[config.mk]
export PLATFORM = sky130hd
export DESIGN_NAME = fifo_uart_tx
export DESIGN_NICKNAME = d
export VERILOG_FILES = /design/src/rtl/uart_pkg.sv /design/src/rtl/baud_gen.sv /design/src/rtl/fifo_uart_tx.sv
export SDC_FILE = /design/constraint.sdc
export NUM_CORES = 1
export LEC_CHECK = 0
export ABC_AREA = 1
export CAP_MARGIN = 20
export CORE_ASPECT_RATIO = 0.9
export CORE_MARGIN = 1
export CORE_UTILIZATION = 51
export CTS_BUF_LIST = sky130_fd_sc_hd__clkbuf_2 sky130_fd_sc_hd__clkbuf_4 sky130_fd_sc_hd__clkbuf_8
export DETAILED_ROUTE_END_ITERATION = 16
export MAX_ROUTING_LAYER = met4
export PLACE_DENSITY = 0.78
export SETUP_SLACK_MARGIN = 0.02
export SYNTH_ARGS = -nofsm -noshare
export SYNTH_HDL_FRONTEND = slang
export SYNTH_SLANG_ARGS = --single-unit
[constraint.sdc]
create_clock -name clk -period 1.2 [get_ports clk]
set_input_delay 0.18 -clock clk [delete_from_list [all_inputs] [get_ports clk]]
set_output_delay 0.18 -clock clk [all_outputs]
set_load 0.05 [all_outputs]
[src/rtl/uart_pkg.sv]
// uart_pkg: shared FSM state type and frame constants for the FIFO-fed UART transmitter.
// Macro UART_TX_PARITY_EN adds the PARITY state and selects the 11-bit frame length.
package uart_pkg;
  localparam int DATA_BITS        = 8;
  localparam int BYTES_PER_WORD   = 2;
  localparam int FRAME_BITS_NOPAR = DATA_BITS + 2;
  localparam int FRAME_BITS_PAR   = DATA_BITS + 3;
`ifdef UART_TX_PARITY_EN
  localparam int FRAME_BITS = FRAME_BITS_PAR;
  typedef enum logic [2:0] {IDLE, START, DATA, PARITY, STOP} state_t;
`else
  localparam int FRAME_BITS = FRAME_BITS_NOPAR;
  typedef enum logic [2:0] {IDLE, START, DATA, STOP} state_t;
`endif
  localparam int WORD_BITS = FRAME_BITS * BYTES_PER_WORD;
endpackage

[src/rtl/baud_gen.sv]
// baud_gen: bit-period timer; counts CLKS_PER_BIT cycles and restarts at every bit boundary.
// Ports: clk, rst (async, active high), i_restart (hold counter at zero), o_bit_done (last cycle of a bit).
module baud_gen #(
  parameter int CLKS_PER_BIT = 434
) (
  input  logic clk,
  input  logic rst,
  input  logic i_restart,
  output logic o_bit_done
);
  logic [15:0] r_cnt;
  assign o_bit_done = r_cnt == 16'(CLKS_PER_BIT - 1);
  always_ff @(posedge clk or posedge rst)
    if (rst) r_cnt <= '0;
    else r_cnt <= (i_restart || o_bit_done) ? '0 : r_cnt + 16'd1;
endmodule

[src/rtl/fifo_uart_tx.sv]
// fifo_uart_tx: pops 16-bit words from a FIFO and sends them as two UART frames, low byte first.
// Ports: clk, rst (async, active high), en (pop enable), fifo_data/fifo_numel (FIFO head and count),
// fifo_read (registered pop strobe), txd (serial out, idle high), busy (word in flight).
// Macro UART_TX_PARITY_EN inserts an even-parity bit before each stop bit.
module fifo_uart_tx
  import uart_pkg::*;
#(
  parameter int CLKS_PER_BIT = 434
) (
  input  logic        clk,
  input  logic        rst,
  input  logic        en,
  input  logic [15:0] fifo_data,
  input  logic [3:0]  fifo_numel,
  output logic        fifo_read,
  output logic        txd,
  output logic        busy
);
  state_t      r_state, w_next;
  logic [15:0] r_word;
  logic [2:0]  r_bit;
  logic        r_byte;
  logic        r_read;
  logic        w_bit_done;
  logic        w_take;
  logic        w_last;
  logic        w_restart;
  logic [7:0]  w_byte;
  assign w_take    = (r_state == IDLE) && en && (fifo_numel != 4'd0);
  assign w_last    = r_bit == 3'(DATA_BITS - 1);
  assign w_restart = r_state == IDLE;
  assign w_byte    = r_byte ? r_word[15:8] : r_word[7:0];
  assign fifo_read = r_read;
  baud_gen #(.CLKS_PER_BIT(CLKS_PER_BIT)) u_baud (
    .clk       (clk),
    .rst       (rst),
    .i_restart (w_restart),
    .o_bit_done(w_bit_done)
  );
  always_ff @(posedge clk or posedge rst)
    if (rst) r_state <= IDLE;
    else r_state <= w_next;
  always_comb begin
    w_next = r_state;
    case (r_state)
      IDLE:   w_next = w_take ? START : IDLE;
      START:  w_next = w_bit_done ? DATA : START;
`ifdef UART_TX_PARITY_EN
      DATA:   w_next = (w_bit_done && w_last) ? PARITY : DATA;
      PARITY: w_next = w_bit_done ? STOP : PARITY;
`else
      DATA:   w_next = (w_bit_done && w_last) ? STOP : DATA;
`endif
      STOP:   w_next = w_bit_done ? (r_byte ? IDLE : START) : STOP;
      default: w_next = IDLE;
    endcase
  end
  always_comb begin
    busy = r_state != IDLE;
    txd  = 1'b1;
    case (r_state)
      START:  txd = 1'b0;
      DATA:   txd = w_byte[r_bit];
`ifdef UART_TX_PARITY_EN
      PARITY: txd = ^w_byte;
`endif
      default: txd = 1'b1;
    endcase
  end
  // r_bit wraps 7->0 on its own, so it is already zero for the next byte; r_byte flips
  // after each stop bit and is back at zero when the word ends.
  always_ff @(posedge clk or posedge rst)
    if (rst) begin
      r_word <= '0;
      r_bit  <= '0;
      r_byte <= 1'b0;
      r_read <= 1'b0;
    end else begin
      r_read <= w_take;
      if (w_take) begin
        r_word <= fifo_data;
        r_bit  <= '0;
        r_byte <= 1'b0;
      end
      if (r_state == DATA && w_bit_done) r_bit <= r_bit + 3'd1;
      if (r_state == STOP && w_bit_done) r_byte <= ~r_byte;
    end
endmodule

==> flow_summary.json, run 1 <==
{
  "outcome": "finished with violations",
  "violations": "setup timing",
  "critPathRequiredTime_ps": 1020,
  "dieArea_mm2": 0.00418,
  "pwr-share-comb": 0.042,
  "die_width_um": 68.1,
  "core-area_mm2": 0.00373,
  "stdcell_count": 393,
  "drive_gt1_frac": 0.392,
  "fp.dieH_um": 61.5,
  "ctsHoldBuffers": 0,
  "clk-insertion-delay-late_ps": 320,
  "timing.final.ws_setup_ps": -708,
  "n_fill_cell": 171,
  "path_buf_inv": 2,
  "final.setup.tns_ps": -10900,
  "critPathLaunchType": "flop",
  "crit_top_cell": "nand2_1",
  "utilization": 0.861,
  "final_common_cell": "nand2_1",
  "fin_crit_ps": 1910,
  "htree_levels": 2,
  "place_congestion": 0.904,
  "grt_start_max_net_pins": 40,
  "fin_area_mm2": 0.00321,
  "syn_nets": 288,
  "top_layer_used": "met4",
  "start_util": 0.537,
  "cts_inserted_buffers": 5,
  "syn_avg_cell_area_um2": 7.67,
  "dpl.cell_count": 370,
  "p_leak_nw": 1.51,
  "path_delay_family": "simple AND/OR/NAND/NOR gates",
  "pin_count": 26,
  "rows": 21,
  "ys_seq_area_frac": 0.487,
  "cts.clk_slew.worst_paths_ps": 80,
  "yosysWarnings": 0,
  "grt_pass1_wl_um": 8900,
  "vias_per_cell": 5.99,
  "vias": 2355,
  "power_mw": 2.59,
  "nNetsFinal": 373,
  "relSlewSlack": 0.744,
  "m1WireLength_um": 2880,
  "max-clock-path-buffers": 2,
  "cts_sinks": 39,
  "ys_types": 24,
  "drc": 0,
  "max_freq_ghz": 0.524,
  "p_switching_mw": 0.578,
  "grt_usage": 0.310,
  "switching_share": 0.223,
  "max_stage_delay_ps": 480,
  "final_cell_mix": "80 x nand2_1, 45 x buf_4, 37 x dfrtp_1, 22 x clkdlybuf4s50_1, 18 x inv_1",
  "drt-total-wl_um": 7350,
  "root_buffer": "clkbuf_8",
  "final_antenna_net_count": 0,
  "cp_cell_sequence": "buf_6 -> nand2_1 -> nand3_1 -> nand3_1 -> nand2_1 -> nand2_1 -> nand2_2 -> nand2_2 -> nand2_4 -> buf_8",
  "cp.arrival_ps": 1730,
  "p_seq_frac": 0.507,
  "pre_cts_ws_ps": -280,
  "syn_area_mm2": 0.00200,
  "dp_hpwl_um": 3280,
  "whs_ps": 202,
  "crit_path_end_kind": "primary output",
  "detail_route.wl_per_cell_um": 18.7,
  "placed_area_mm2": 0.00266,
  "min_period_over_period": 1.59,
  "antenna_cells": 0,
  "p_int_mw": 2.01,
  "met2WireLength_um": 3410,
  "drtIter0Drc": 302,
  "crit_type": "flop to primary output",
  "firstDrtPassIters": 6,
  "cap_violations": 0,
  "first_global_vias": 1943,
  "worst_slew_pin_slew_ps": 381,
  "overflow": 0,
  "cts_tree": "built",
  "dr_wl_met3_um": 701,
  "yosys_register_bits": 39,
  "power_density_mw_per_mm2": 805,
  "cp_max_fo": 4,
  "finalSetupViolCount": 40,
  "vdd_drop_max_v": 0.000938,
  "hold_viol": 0,
  "rsz0062_at_grt": "yes",
  "slowest_stage": "dfrtp_2",
  "antenna_found_initial": 0,
  "slew_viol_final": 0,
  "clock_power_share": 0.451,
  "portBuffers": 25,
  "finClkSkew_ps": 4.79,
  "syn_to_final_growth_pct": 60.4,
  "hold_class": "input pin to asynchronous set/reset pin",
  "synthCells": 261
}
-- what timing repair did --
item,4_1_cts,5_1_grt
gates resized for setup,50,45
setup buffers,9,4
hold endpoints to repair,0,0
gates cloned,1,3
endpoints found under the setup margin,41,40
pin swaps,16,20
-- worst register-to-register path, cell delays in order, from the launching register on --
cell and delay, ps:
dfrtp_1 470, nand4_1 260, nor2_2 280, nand2_2 140
nand2_4 160, buf_6 170, nor3_2 60
-- cells in the mapped netlist --
master / count / share of area
nand2_2: 2 / 0.0062
nand2_1: 92 / 0.17
o21ai_2: 1 / 0.0044
nor3_1: 4 / 0.010
buf_4: 1 / 0.0037
nand3_1: 26 / 0.065
and3_1: 1 / 0.0031
clkbuf_1: 1 / 0.0019
nand3_2: 1 / 0.0050
nor2_2: 2 / 0.0062
buf_2: 2 / 0.0050
nor3_4: 1 / 0.0081
clkinv_1: 1 / 0.0019
inv_2: 2 / 0.0037
dfrtp_1: 39 / 0.49
buf_6: 1 / 0.0056
o21ai_0: 7 / 0.017
ha_1: 4 / 0.025
a21oi_1: 2 / 0.0050
nor2_1: 34 / 0.064
xnor2_1: 2 / 0.0087
xor2_1: 7 / 0.031
nand4_1: 6 / 0.019
inv_1: 22 / 0.041
-- state kept, by name, summed over array words and instances (netlist names) --
signal and flops:
r_word 16, u_baud.r_cnt 16, fifo_read 1, r_byte 1
r_state 2, r_bit 3
-- cells by family (layout without fill, tap and decap cells) --
kind of cell	count (synthesis)	in the layout	share of synthesized area
adders and majority gates	4	4	0.0250
AOI/OAI and AO/OA	10	10	0.0269
and+or+nand+nor	169	169	0.359
buffers and inverters	30	116	0.0631
xor gates and xnor gates	9	9	0.0394
DFF	39	39	0.487
-- path summary, 6_finish.rpt --
check                                          start                   endpoint  slack [ps]  cells past startpoint
setup / recovery                  r_byte$_DFFE_PP0P_                        txd        -710                     10
hold / removal                                   rst      r_word[6]$_DFFE_PP0P_         200                      3
setup reg to reg           u_baud.r_cnt[7]$_DFF_PP0_  u_baud.r_cnt[7]$_DFF_PP0_        -450                      6
hold reg to reg               r_word[11]$_DFFE_PP0P_     r_word[11]$_DFFE_PP0P_         520                      2
max in group asynchronous                        rst       r_bit[0]$_DFFE_PP0P_         790                      3
min in group clk                       fifo_data[15]     r_word[15]$_DFFE_PP0P_         390                      3
-- layer usage --
metal,GRT usage,up-vias
met5,-,-
li1,-,996
met1,0.381,1122
met4,0.122,0
met3,0.0889,50
met2,0.482,187
-- area by class of cell --
| cell class | count | area (um^2) | area share |
|---|---|---|---|
| multi-input combinational | 192 | 1160 | 0.362 |
| timing repair buffer | 81 | 771 | 0.240 |
| inverter | 25 | 111 | 0.0347 |
| sequential | 39 | 978 | 0.305 |
| clock buffer | 5 | 68.8 | 0.0214 |
| timing repair inverter | 2 | 16.3 | 0.00506 |
| clock inverter | 3 | 46.3 | 0.0144 |
| tap | 46 | 57.6 | 0.0179 |
-- power groups by stage --
stage	clock network [mW]	registers (mW)	logic [mW]
2_1_floorplan	0	1.34	0.0212
3_3_place_gp	0	1.34	0.107
3_5_place_dp	0	1.34	0.109
4_1_cts	1.13	1.31	0.108
5_1_grt	1.21	1.31	0.120
6_report	1.17	1.31	0.108
(Power assumes the default switching activity.)
==> inputs of run 2 (changes only) <==
--- a/config.mk
+++ b/config.mk
@@ -6,7 +6,6 @@
 export NUM_CORES = 1
 export LEC_CHECK = 0
 export ABC_AREA = 1
-export CAP_MARGIN = 20
 export CORE_ASPECT_RATIO = 0.9
 export CORE_MARGIN = 1
 export CORE_UTILIZATION = 51
==> results of run 2 <==
The final DEF is identical to that of run 1; final timing and power are the same.
==> inputs of run 3 (changes only) <==
--- a/config.mk
+++ b/config.mk
@@ -5,8 +5,7 @@
 export SDC_FILE = /design/constraint.sdc
 export NUM_CORES = 1
 export LEC_CHECK = 0
-export ABC_AREA = 1
-export CORE_ASPECT_RATIO = 0.9
+export CORE_ASPECT_RATIO = 0.8
 export CORE_MARGIN = 1
 export CORE_UTILIZATION = 51
 export CTS_BUF_LIST = sky130_fd_sc_hd__clkbuf_2 sky130_fd_sc_hd__clkbuf_4 sky130_fd_sc_hd__clkbuf_8
@@ -17,3 +16,4 @@
 export SYNTH_ARGS = -nofsm -noshare
 export SYNTH_HDL_FRONTEND = slang
 export SYNTH_SLANG_ARGS = --single-unit
+export TNS_END_PERCENT = 20
==> flow_summary.json, run 3 <==
{
  "grt_usage": 0.262,
  "final_cell_mix": "35 x dfrtp_1, 31 x buf_4, 19 x clkdlybuf4s50_1, 16 x mux2_2, 13 x nor2_1",
  "max_freq_ghz": 0.492,
  "async_flop_share": 1.00,
  "ys_seq_area_frac": 0.515,
  "first_global_vias": 1585,
  "yosys_register_bits": 39,
  "cts_sinks": 39,
  "final_antenna_net_count": 0,
  "die_width_um": 70.2,
  "start_util": 0.542,
  "grt_pass1_wl_um": 7570,
  "vias": 1573,
  "violations": "setup timing",
  "cts_inserted_buffers": 5,
  "drtIter0Drc": 81,
  "yosys-top-cells-area": "dfrtp_1 51%, mux2_2 11%, mux4_2 3.6%",
  "drt-total-wl_um": 4870,
  "crit_path_end_kind": "primary output",
  "nNetsFinal": 256,
  "p_leak_nw": 1.22,
  "utilization": 0.817,
  "fin_crit_ps": 2030,
  "cp_max_fo": 4,
  "final-seq-area_um2": 981,
  "grt_start_max_net_pins": 40,
  "cap_violations": 0,
  "rsz0062_at_grt": "yes",
  "antenna_found_initial": 0,
  "drc": 0,
  "finClkSkew_ps": 8.19,
  "rows": 19,
  "cts_tree": "built",
  "n_fill_cell": 186,
  "syn_nets": 190,
  "outcome": "finished with violations",
  "drive_gt1_frac": 0.448,
  "synth_mux_area_frac": 0.164,
  "synth-xor-area-share": 0.0508,
  "cp.arrival_ps": 1850,
  "syn_avg_cell_area_um2": 11.6,
  "htree_levels": 2,
  "critPathLaunchType": "flop",
  "fin_area_mm2": 0.00285,
  "slew_viol_final": 0,
  "detail_route.wl_per_cell_um": 17.9,
  "antenna_cells": 0,
  "synth_compound_area_frac": 0.0389,
  "placed_area_mm2": 0.00252,
  "max-clock-path-buffers": 2,
  "min_period_over_period": 1.69,
  "finalSetupViolCount": 40,
  "overflow": 0,
  "firstDrtPassIters": 4,
  "syn_area_mm2": 0.00190,
  "synth.largest_area_cell": "dfrtp_1",
  "relSlewSlack": 0.747,
  "multiInputGateArea_mm2": 0.00103,
  "root_buffer": "clkbuf_8",
  "worst_slew_pin_slew_ps": 376,
  "power_density_mw_per_mm2": 1570,
  "synthFlopType": "dfrtp_1",
  "ys_types": 36,
  "hold_class": "input pin to asynchronous set/reset pin",
  "vias_per_cell": 5.78,
  "fp.dieH_um": 56.5,
  "synth_top_family_by_area": "simple AND/OR/NAND/NOR gates",
  "synthAdderAreaFrac": 0.0264,
  "pin_count": 26,
  "core-area_mm2": 0.00349,
  "critPathRequiredTime_ps": 1020,
  "yosys.area_share.simple": 0.176,
  "clk-insertion-delay-late_ps": 290,
  "crit_type": "flop to primary output",
  "yosysWarnings": 0,
  "synth_top_area_share": 0.515,
  "synth_edf_count": 0,
  "vdd_drop_max_v": 0.00128,
  "ctsHoldBuffers": 0,
  "stdcell_count": 272,
  "dp_hpwl_um": 3230,
  "reg.largest.list": "r_word (16), u_baud.r_cnt (16), r_bit (3)",
  "dpl.cell_count": 259,
  "final_common_cell": "dfrtp_1",
  "synthCells": 163,
  "cts.clk_slew.worst_paths_ps": 80,
  "yosysMostFrequentCell": "dfrtp_1",
  "portBuffers": 25,
  "synth.cells.most_frequent": "39 x dfrtp_1, 18 x mux2_2, 15 x nor2_1, 8 x inv_1",
  "dieArea_mm2": 0.00397,
  "syn_to_final_growth_pct": 50.6,
  "timing.final.ws_setup_ps": -833,
  "hold_viol": 0,
  "place_congestion": 0.862
}
==> run 3: routing by layer <==
metal	wire length, um	track usage	part of all wire
met5	0	-	0
met4	136	0.114	0.028
met3	282	0.0539	0.058
met2	2400	0.419	0.49
met1	2040	0.327	0.42
==> run 3: logic make-up after synthesis <==
kind of cell    after synthesis
flops                        39
xor+xnor                     11
fa+ha+maj                     4
buf+inv                      14
mux                          25
simple gates                 58
compound gates               12
==> run 3: critical path, stage by stage (launching register included) <==
cell     delay [ps]
dfrtp_2         400
mux4_2          490
nor3b_2         170
a31oi_2         200
a32oi_4         130
buf_6           170
==> run 3: path summary, 6_finish.rpt <==
kind,to,from,slack (ps),cells past startpoint
min in group clk,fifo_read$_DFF_PP0_,fifo_numel[1],450,4
worst min-delay path,u_baud.r_cnt[8]$_DFF_PP0_,rst,220,3
worst max-delay path,txd,r_bit[1]$_DFFE_PP0P_,-830,5
max in group asynchronous,r_state[0]$_DFF_PP0_,rst,760,3
worst min register to register,r_word[6]$_DFFE_PP0P_,r_word[6]$_DFFE_PP0P_,510,1
worst max register to register,r_bit[1]$_DFFE_PP0P_,u_baud.r_cnt[1]$_DFF_PP0_,-630,7
==> run 3: cell type report <==
class,count,share of cell area
multi-input combinational,110,0.361
clock buffer,6,0.0267
tap,42,0.0184
clock inverter,2,0.0210
timing repair buffer,65,0.218
inverter,8,0.0105
sequential,39,0.344
==> run 3: power by group <==
| group | switching [mW] | internal, mW | total, mW |
|---|---|---|---|
| Clock | 0.460 | 0.854 | 1.31 |
| Combinational | 0.489 | 0.717 | 1.21 |
| Sequential | 0.302 | 1.67 | 1.97 |
==> run 3: per-stage QoR <==
stage	setup WS [ps]	total power, mW	hold slack (ps)	TNS, ps
global placement	-612	2.86	487	-18380
CTS	-848	4.45	227	-12570
finish	-833	4.49	224	-14170
floorplan	-498	2.49	332	-10290
detailed placement	-642	2.97	501	-20020
global route	-898	4.69	291	-15920
==> run 3: repair_timing <==
item | CTS | global route
pin swaps | 15 | 8
setup endpoints to repair | 41 | 41
setup buffers | 6 | 1
resized for setup | 23 | 19
